--- src/rtl/gray_ptr_ctrl.sv ---
// Purpose : one side of an async FIFO: local binary/Gray pointer, remote Gray sync, full|empty/almost/level.
// Latency : local Inc -> Flag/Almost/Level after 1 edge; remote pointer change -> SYNC_STAGES+1 edges.
// Backpr. : Ack = Inc & ~Flag; an Inc while Flag is set is dropped and sets the sticky Err.
//
// Ports:
//   Clk, Rst_n     clock, synchronous active-low reset
//   Clr            local clear of pointer, flags and error (sync chain keeps running)
//   Inc / Ack      advance request / accepted this cycle (combinational)
//   Addr           RAM address (low bits of the binary pointer)
//   Ptr_gray       registered local Gray pointer, sent to the other domain
//   Rmt_gray       remote Gray pointer from the other clock domain
//   Flag, Almost   full/almost-full (WR_SIDE=1) or empty/almost-empty (WR_SIDE=0)
//   Level          occupancy 0..depth
//   Err            sticky overflow/underflow attempt
module gray_ptr_ctrl #(
   parameter int ADDR_WIDTH  = 4,
   parameter int SYNC_STAGES = 2,
   parameter bit WR_SIDE     = 1'b1,
   parameter int ALMOST      = 2
) (
   input  logic                  Clk,
   input  logic                  Rst_n,
   input  logic                  Clr,
   input  logic                  Inc,
   output logic                  Ack,
   output logic [ADDR_WIDTH-1:0] Addr,
   output logic [ADDR_WIDTH:0]   Ptr_gray,
   input  logic [ADDR_WIDTH:0]   Rmt_gray,
   output logic                  Flag,
   output logic                  Almost,
   output logic [ADDR_WIDTH:0]   Level,
   output logic                  Err
);

   localparam int         A        = ADDR_WIDTH;
   localparam int         PW       = ADDR_WIDTH + 1;
   localparam logic [A:0] DEPTH    = {1'b1, {A{1'b0}}};
   localparam logic [A:0] ALM_HI   = DEPTH - PW'(ALMOST);
   localparam logic [A:0] ALM_LO   = PW'(ALMOST);
   // Read side comes out of reset/clear empty, write side not full.
   localparam bit         FLAG_RST = ~WR_SIDE;

   logic [A:0] ptr_bin;
   logic [A:0] gray_q;
   logic [A:0] level_q;
   logic       flag_q;
   logic       almost_q;
   logic       err_q;

   logic [A:0] sync_q [SYNC_STAGES];
   logic [A:0] rsync;
   logic [A:0] rbin;

   logic       ack;
   logic [A:0] nbin;
   logic [A:0] ngray;
   logic [A:0] full_pat;
   logic [A:0] level_nxt;
   logic       flag_nxt;
   logic       almost_nxt;

   // Remote pointer synchroniser. Only reset clears it; Clr leaves it running
   // so the view of the other domain stays current across a local clear.
   always_ff @(posedge Clk) begin
      if (!Rst_n) begin
         for (int i = 0; i < SYNC_STAGES; i++) begin
            sync_q[i] <= '0;
         end
      end else begin
         sync_q[0] <= Rmt_gray;
         for (int i = 1; i < SYNC_STAGES; i++) begin
            sync_q[i] <= sync_q[i-1];
         end
      end
   end

   assign rsync = sync_q[SYNC_STAGES-1];

   // Gray -> binary: bit i is the XOR of all Gray bits from the MSB down to i.
   always_comb begin
      rbin = '0;
      for (int i = 0; i <= A; i++) begin
         rbin[i] = ^(rsync >> i);
      end
   end

   assign ack   = Inc & ~flag_q;
   assign nbin  = ptr_bin + {{A{1'b0}}, ack};
   assign ngray = nbin ^ (nbin >> 1);

   // Full when the write pointer is exactly one lap ahead: in Gray code that
   // is the remote pointer with its top two bits inverted.
   assign full_pat = {~rsync[A:A-1], rsync[A-2:0]};

   // Flags and level are computed from the next local pointer so a local
   // advance is reflected on the same edge; the remote side is seen late,
   // which only ever makes full/empty pessimistic.
   always_comb begin
      if (WR_SIDE) begin
         level_nxt  = nbin - rbin;
         flag_nxt   = (ngray == full_pat);
         almost_nxt = (level_nxt >= ALM_HI);
      end else begin
         level_nxt  = rbin - nbin;
         flag_nxt   = (ngray == rsync);
         almost_nxt = (level_nxt <= ALM_LO);
      end
   end

   always_ff @(posedge Clk) begin
      if (!Rst_n || Clr) begin
         ptr_bin  <= '0;
         gray_q   <= '0;
         level_q  <= '0;
         flag_q   <= FLAG_RST;
         almost_q <= FLAG_RST;
         err_q    <= 1'b0;
      end else begin
         ptr_bin  <= nbin;
         gray_q   <= ngray;
         level_q  <= level_nxt;
         flag_q   <= flag_nxt;
         almost_q <= almost_nxt;
         if (Inc && flag_q) begin
            err_q <= 1'b1;
         end
      end
   end

   assign Ack      = ack;
   assign Addr     = ptr_bin[A-1:0];
   assign Ptr_gray = gray_q;
   assign Flag     = flag_q;
   assign Almost   = almost_q;
   assign Level    = level_q;
   assign Err      = err_q;

endmodule

--- config.mk ---
export PLATFORM = sky130hd
export DESIGN_NAME = gray_ptr_ctrl
export DESIGN_NICKNAME = d
export VERILOG_FILES = /design/src/rtl/gray_ptr_ctrl.sv
export SDC_FILE = /design/constraint.sdc
export NUM_CORES = 1
export LEC_CHECK = 0
export ABC_AREA = 1
export CAP_MARGIN = 20
export CORE_MARGIN = 5
export CORE_UTILIZATION = 49
export DETAILED_ROUTE_END_ITERATION = 8
export PLACE_DENSITY = 0.86
export RECOVER_POWER = 100
export SYNTH_ARGS = -nofsm -noshare
export SYNTH_HDL_FRONTEND = slang
export SYNTH_SLANG_ARGS = --single-unit
--- constraint.sdc ---
create_clock -name Clk -period 2.4 [get_ports Clk]
set_input_delay 0.48 -clock Clk [delete_from_list [all_inputs] [get_ports Clk]]
set_output_delay 0.48 -clock Clk [all_outputs]
set_load 0.03 [all_outputs]
After elaboration in Yosys (flattened, before gate mapping)

Memory sizes are Yosys's and may differ from the RTL's.
Cells that the tools add are included.

Equal/unequal tests: 1
Bitwise operators: 6
Order comparisons: 1
Reductions and logical operators: 8
Mux-type cells: 4
Add/sub/neg operators: 2

Operators with widths:

| kind               | count |
|---|---|
| $reduce_xor 5->1   | 5 |
| $mux 5             | 2 |
| $add 5x1->5        | 1 |
| $eq 5x5->1         | 1 |
| $ge 5x4->1 const B | 1 |
| $sub 5x5->5        | 1 |
| $xor 5x4->5        | 1 |
| $mux 1             | 2 |
| $not 2->2          | 1 |
| $or 1x1->1         | 2 |
| $and 1x1->1        | 1 |
| $logic_and 1x1->1  | 1 |
| $logic_not 1->1    | 1 |
| $logic_or 1x1->1   | 1 |
| $not 1->1          | 1 |

Memories: 1
Register bits: 18
Word-level logic and storage cells: 29
RAM bits: 10

Memories:

| memory | words | width | rd ports | clocked after Yosys merged registers in | wr ports | line | source |
|---|---|---|---|---|---|---|---|
| sync_q | 2     | 5     | 2        | 0                                       | 2        | 50   | `logic [A:0] sync_q [SYNC_STAGES];` |

Logic depth before layout (Yosys ltp)

Gate-level depths: netlist of the first run.

Word-level depth: 5
Depth in mapped cells: 16
Depth with buffers taken out: 16

Least setup slack after synthesis of the first run

Ideal clock, no wire load.

Path kind: input port to flip-flop
Start point: input port Inc
End point: register almost_q (netlist: Almost)
Path slack: -0.246 ns
Required time: 2.285 ns
Cell stages on the path: 16
Setup time: 0.115 ns
Arrival: 2.531 ns
Path through: inv_1 nor2_1 ha_1 ha_1 inv_1 nand2_1 nand2_2 ha_1 nand2_1 nand2_1 nor2_1 inv_1 nand3_1 nand2_1 nand3_1 nand2_1

Word-level cells in the longest chain between the ends: 4

Ends and longest elaborated chain:

| item                 | line | source |
|---|---|---|
| from (decl)          | 24   | `input logic Inc,` |
| $and 1x1->1          | 87   | `assign ack = Inc & ~flag_q;` |
| net Ack              | 25   | `output logic Ack,` |
| $add 5x1->5          | 88   | `assign nbin = ptr_bin + {{A{1'b0}}, ack};` |
| net nbin[2]          | 55   | `logic [A:0] nbin;` |
| $sub 5x5->5          | 100  | `level_nxt = nbin - rbin;` |
| $ge 5x4->1           | 102  | `almost_nxt = (level_nxt >= ALM_HI);` |
| to (signal assigned) | 123  | `almost_q <= almost_nxt;` |
| to (decl)            | 47   | `logic almost_q;` |

The timed path passes the listed nets, and every way through them passes these cells.
A chain may end at the register's enable or synchronous reset.

Worst setup path after layout of the first run

Start point: input port Inc
End point: output port Ack

Word-level cells in the longest chain between the ends: 1

Ends and longest elaborated chain:

| item        | line |
|---|---|
| $and 1x1->1 | 87 |
| to (decl)   | 25 |

Every way passes these cells.

==> results.py, run 1 <==
metrics = {
    "timing": {
        "hold_viol": 0,
        "period_share": 0.9484,
        "fin_tns_setup_ns": 0,
        "slew_headroom": 0.7011,
        "min_period_ns": 2.276,
        "drv_slew": 0,
        "setup_viol": 0,
        "fin_skew_ns": 0.01051,
        "max_freq_mhz": 439.3,
        "tightest_slew_ns": 0.4478,
    },
    "placed_design": {
        "port_buffers": 26,
        "dp_hpwl_um": 2023,
        "place_area_mm2": 0.001658,
        "placedCellCount": 238,
        "place_congestion": 0.8175,
    },
    "cts": {
        "cts_tree": "built",
        "htree_levels": 1,
        "cts_root_buf": "clkbuf_4",
        "clk_transition_reported_paths_ns": 0.13,
        "cts_num_sinks": 27,
        "cts_hold_buffers": 0,
        "cts_made_buffers": 3,
        "clk_latency_ns": 0.33,
        "clock_tree.buffer_depth": 2,
    },
    "drt": {
        "firstDrtPassIters": 4,
        "drc": 0,
        "drt_iter0_drc": 29,
        "met2WireLength_um": 1339,
        "highest_layer": "met4",
        "antenna_left": 0,
        "m1WireLength_um": 1133,
        "wl_per_cell_um": 11.15,
        "vias_per_cell": 4.794,
        "vias": 1165,
        "wl_um": 2709,
        "met3WireLength_um": 158,
    },
    "global_routing": {
        "grt_antenna_before_repair": 0,
        "grt_max_degree": 16,
        "grt_pass1_wl_um": 4429,
        "overflow": 0,
        "grt_usage": 0.1617,
        "grt_pass1_vias": 1070,
    },
    "worst_setup_path": {
        "crit_path_max_incr_delay_ns": 0.68,
        "reg2reg_depth": 14,
        "regToRegEndpoint": "Almost",
        "cp_common_cell": "clkdlybuf4s50_1",
        "cp-start-kind": "input pin",
        "critPathSlowestCell": "clkdlybuf4s50_1",
        "rrSetupSlack_ns": 0.17,
        "cp_max_fo": 2,
        "r2r-start": "sync_q[0][8]",
        "cp.required_ns": 1.92,
        "arrival_ns": 1.80,
        "crit_chain": "clkdlybuf4s50_1 -> inv_1 -> nor2_4 -> clkdlybuf4s50_1",
        "crit_type": "input pin to output pin",
        "endpoint_kind": "output pin",
    },
    "layout": {
        "stdcell_count": 243,
        "stdcell_area_mm2": 0.001723,
        "area_growth_pct": 33.69,
        "nets": 229,
        "postLayoutCoreUtil": 0.6892,
        "drive_above_1_share": 0.1831,
        "diodes": 0,
    },
    "min_path": {
        "hold_class": "flop to flop",
        "hold_start": "sync_q[0][3]",
        "min_path_cells": 2,
        "whs_endpoint": "sync_q[0][8]",
    },
    "power_and_ir_drop": {
        "ir_drop_mv": 0.4942,
        "power_leakage_nw": 0.8496,
        "power.density_mw_per_mm2": 518.5,
    },
    "floorplanning": {
        "die_area_mm2": 0.003756,
        "start_util": 0.5155,
        "die_y_um": 61.29,
        "ios": 27,
        "core_mm2": 0.002500,
        "die_w_um": 61.29,
        "rows": 18,
    },
    "yosys": {
        "syn_nets": 189,
        "synth_top_cell_area_share": 0.4194,
        "synthesis.instances": 174,
        "yosys.area.top_type": "dfxtp_1",
        "netlist_area_mm2": 0.001289,
        "synth_edf_count": 0,
        "async_flop_share": 0,
        "synth_area_leaders": "dfxtp_1, nand2_1, inv_1",
        "synth_area_per_cell_um2": 7.407,
        "seq_area_frac_synth": 0.4194,
        "ys.flop_type": "dfxtp_1",
        "synth_warnings": 0,
        "ys_types": 21,
        "synth-seq-cells": 27,
    },
    "status": {
        "status": "finished, final reports clean",
    },
    "run": {
        "drv_cap": 0,
    },
}
==> what timing repair did <==
item,CTS,global route
resized for setup,0,8
setup endpoints to repair,0,4
buffers inserted,0,1
==> critical path, delay by kind of cell <==
| kind | cells | cell delay, ns |
|---|---|---|
| buffers and inverters | 3 | 1.23 |
| AND/OR/NAND/NOR | 1 | 0.09 |
==> logic make-up after synthesis <==
group                    share of synthesized area
AO/OA/AOI/OAI                              0.03301
XOR/XNOR                                   0.05438
adder cells (fa/ha/maj)                    0.06408
buffers and inverters                       0.1019
flip-flops                                  0.4194
AND/OR/NAND/NOR                             0.3272
==> flip-flops by register name (all words and copies together) (netlist names) <==
| signal | cells |
|---|---|
| Almost | 1 |
| Err | 1 |
| Flag | 1 |
| Level | 5 |
| Ptr_gray | 5 |
| ptr_bin | 4 |
| sync_q | 10 |
==> cell usage in the layout, fill, tap and decap left out, types with 2 or more instances in the layout <==
cell type        instances
nand3_1                 13
nand2_2                 10
xor2_1                   3
buf_4                   11
inv_1                   28
clkbuf_4                 3
ha_1                     2
clkdlybuf4s50_1         25
nand4_1                  3
dfxtp_1                 26
a21oi_1                  6
nor2_1                  18
inv_2                    2
nand2_1                 46
nor2_2                   2
ha_4                     2
==> report_power, final <==
| part | leakage [nW] | internal, mW | switching [mW] |
|---|---|---|---|
| combinational | 0.610 | 0.102 | 0.116 |
| sequential | 0.221 | 0.470 | 0.0103 |
| clock | 0.0177 | 0.0626 | 0.132 |
==> synthesized netlist by cell type (2+ instances only) <==
cell type,instances
nand2_1,46
inv_1,28
dfxtp_1,27
nor2_1,20
nand3_1,13
nand2_2,10
a21oi_1,6
ha_1,5
nand4_1,3
xor2_1,3
clkbuf_1,2
inv_2,2
==> through the flow <==
step | power (mW) | setup WS, ns | hold slack (ns)
after floorplan | 0.6129 | 0.04914 | 0.3905
after global placement | 0.6913 | -0.2730 | 0.3920
after detailed placement | 0.6989 | -0.3527 | 0.4000
after CTS | 0.8942 | 0.02311 | 0.4310
after global routing | 0.9502 | -0.03088 | 0.4439
final | 0.8933 | 0.1238 | 0.4223
==> per-layer routing <==
metal,up-vias,GRT usage
met1,514,0.1819
li1,603,-
met5,-,0
met3,9,0.02935
met2,39,0.2855
met4,0,0.08978
==> how the worst max path moves through the flow <==
stage / from / to / slack (ns)
after detailed placement: Inc / Almost / -0.35
after CTS: Inc / Almost / 0.02
after floorplan: Inc / Almost / 0.05
after global routing: Inc / Almost / -0.03
after global placement: Inc / Almost / -0.27
final: Inc / Ack / 0.12
==> cell type report <==
| cell class | count | area (µm²) |
|---|---|---|
| clock buffers | 3 | 22.52 |
| multi-input cells | 114 | 656.9 |
| inverters | 30 | 112.6 |
| repair buffers | 38 | 346.6 |
| flip-flops and latches | 27 | 541.8 |
| fillers | 196 | 777.0 |
| clock inverters | 1 | 5.005 |
| well taps | 30 | 37.54 |
(Power assumes the default switching activity.)
==> run 2, diff against run 1 <==
--- a/config.mk
+++ b/config.mk
@@ -10,6 +10,7 @@
 export CORE_MARGIN = 5
 export CORE_UTILIZATION = 49
 export DETAILED_ROUTE_END_ITERATION = 8
+export GPL_TIMING_DRIVEN = 0
 export PLACE_DENSITY = 0.86
 export RECOVER_POWER = 100
 export SYNTH_ARGS = -nofsm -noshare
==> run 2 against run 1 <==
Compared with the run above:
- clock power about the same
- wire length shrank 13%
- die area did not move
- maximum frequency shrank 0.80%
- register-to-register slack better by 0.09 ns
- cell count decreased by 2.1%
- largest cell class unchanged
==> results.py, run 2 (synthesis gave the netlist of run 1 again) <==
metrics = {
    "timing": {
        "tightest_slew_ns": 0.4175,
        "max_freq_mhz": 435.8,
        "fin_skew_ns": 0.009215,
        "setup_ws_ns": 0.1054,
        "setup_viol": 0,
        "slew_headroom": 0.7217,
        "min_period_ns": 2.295,
        "hold_viol": 0,
        "period_share": 0.9561,
        "rsz0062_at_grt": "false",
        "drv_slew": 0,
        "fin_tns_setup_ns": 0,
    },
    "floorplanning": {
        "start_util": 0.5155,
        "die_w_um": 61.29,
        "core_mm2": 0.002500,
        "die_y_um": 61.29,
        "die_area_mm2": 0.003756,
        "ios": 27,
        "rows": 18,
    },
    "cts": {
        "clk_transition_reported_paths_ns": 0.14,
        "clk_latency_ns": 0.33,
        "clock_tree.buffer_depth": 2,
        "cts_num_sinks": 27,
        "cts_root_buf": "clkbuf_4",
        "htree_levels": 1,
        "cts_made_buffers": 3,
        "cts_tree": "built",
    },
    "power_and_ir_drop": {
        "power.density_mw_per_mm2": 513.2,
        "power_leakage_nw": 0.8737,
        "ir_drop_mv": 0.4623,
    },
    "layout": {
        "diodes": 0,
        "drive_above_1_share": 0.1538,
        "regArea_um2": 543.0,
        "stdcell_area_mm2": 0.001694,
        "postLayoutCoreUtil": 0.6777,
        "max_flop_register": "sync_q",
        "area_growth_pct": 31.46,
        "largest_reg_flops": 10,
        "layout_common_cells": "nand2_1, inv_1, dfxtp_1",
        "multi_input_area_um2": 661.9,
        "n_fill_cell": 216,
        "mostFrequentLayoutCell": "nand2_1",
        "nets": 224,
    },
    "drt": {
        "wl_per_cell_um": 9.924,
        "wl_um": 2362,
        "vias_per_cell": 4.689,
        "drc": 0,
        "vias": 1116,
        "antenna_left": 0,
        "firstDrtPassIters": 4,
        "drt_iter0_drc": 26,
    },
    "placed_design": {
        "place_area_mm2": 0.001594,
        "place_congestion": 0.8048,
        "pre_cts_ws_ns": -0.5259,
        "port_buffers": 26,
        "dp_hpwl_um": 1887,
    },
    "worst_setup_path": {
        "arrival_ns": 1.81,
        "cp-start-kind": "input pin",
        "cp_max_fo": 2,
        "crit_type": "input pin to output pin",
        "cp.required_ns": 1.92,
        "endpoint_kind": "output pin",
    },
    "global_routing": {
        "grt_max_degree": 17,
        "grt_usage": 0.1404,
        "grt_pass1_vias": 1029,
        "grt_antenna_before_repair": 0,
        "grt_pass1_wl_um": 3946,
        "overflow": 0,
    },
    "run": {
        "drv_cap": 0,
    },
    "status": {
        "status": "finished, final reports clean",
    },
    "min_path": {
        "hold_class": "flop to flop",
    },
}
[run 2: per-layer routing]
metal,track usage,share of wire,up-vias
met3,0.04193,0.068,2
met2,0.2810,0.49,30
met4,0.01858,0.0072,0
met1,0.1445,0.43,492
li1,-,-,592
met5,0,0,-
[run 2: cell type report]
| cell class | instances | area share |
|---|---|---|
| timing repair buffer | 30 | 0.1713 |
| clock inverter | 1 | 0.004431 |
| sequential | 27 | 0.3205 |
| inverter | 30 | 0.06647 |
| tap | 30 | 0.02216 |
| clock buffer | 3 | 0.01329 |
| multi-input combinational | 114 | 0.3907 |
| buffer | 3 | 0.01108 |
[run 2: where the power goes]
group	switching, mW	internal, mW
registers	0.00928	0.470
clock network	0.131	0.0638
logic	0.110	0.0849
[run 2: what timing repair did]
item / 4_1_cts / 5_1_grt
setup endpoints to repair: 3 / 3
pin swaps: 0 / 1
buffers inserted: 0 / 4
resized for setup: 5 / 5
hold buffers: 0 / 0
[run 2: metrics by stage]
step	hold WS [ns]	total power, mW	instances
2_1_floorplan	0.3905	0.6129	174
3_3_place_gp	0.3916	0.6698	230
3_5_place_dp	0.4012	0.6746	230
4_1_cts	0.4322	0.8724	234
5_1_grt	0.4515	0.9215	238
6_report	0.4210	0.8695	238
[run 2: final timing paths]
| kind | startpoint | cells after the start | slack [ns] | to |
|---|---|---|---|---|
| hold / removal | sync_q[0][4] | 2 | 0.42 | sync_q[0][9] |
| hold reg to reg | sync_q[0][4] | 2 | 0.42 | sync_q[0][9] |
| setup reg to reg | sync_q[0][8] | 14 | 0.26 | Almost |
| setup / recovery | Inc | 4 | 0.11 | Ack |
[run 2: critical path, stage by stage]
cell and delay (ns):
clkdlybuf4s50_1 0.47, inv_1 0.07, nor2_4 0.11, clkdlybuf4s50_1 0.69
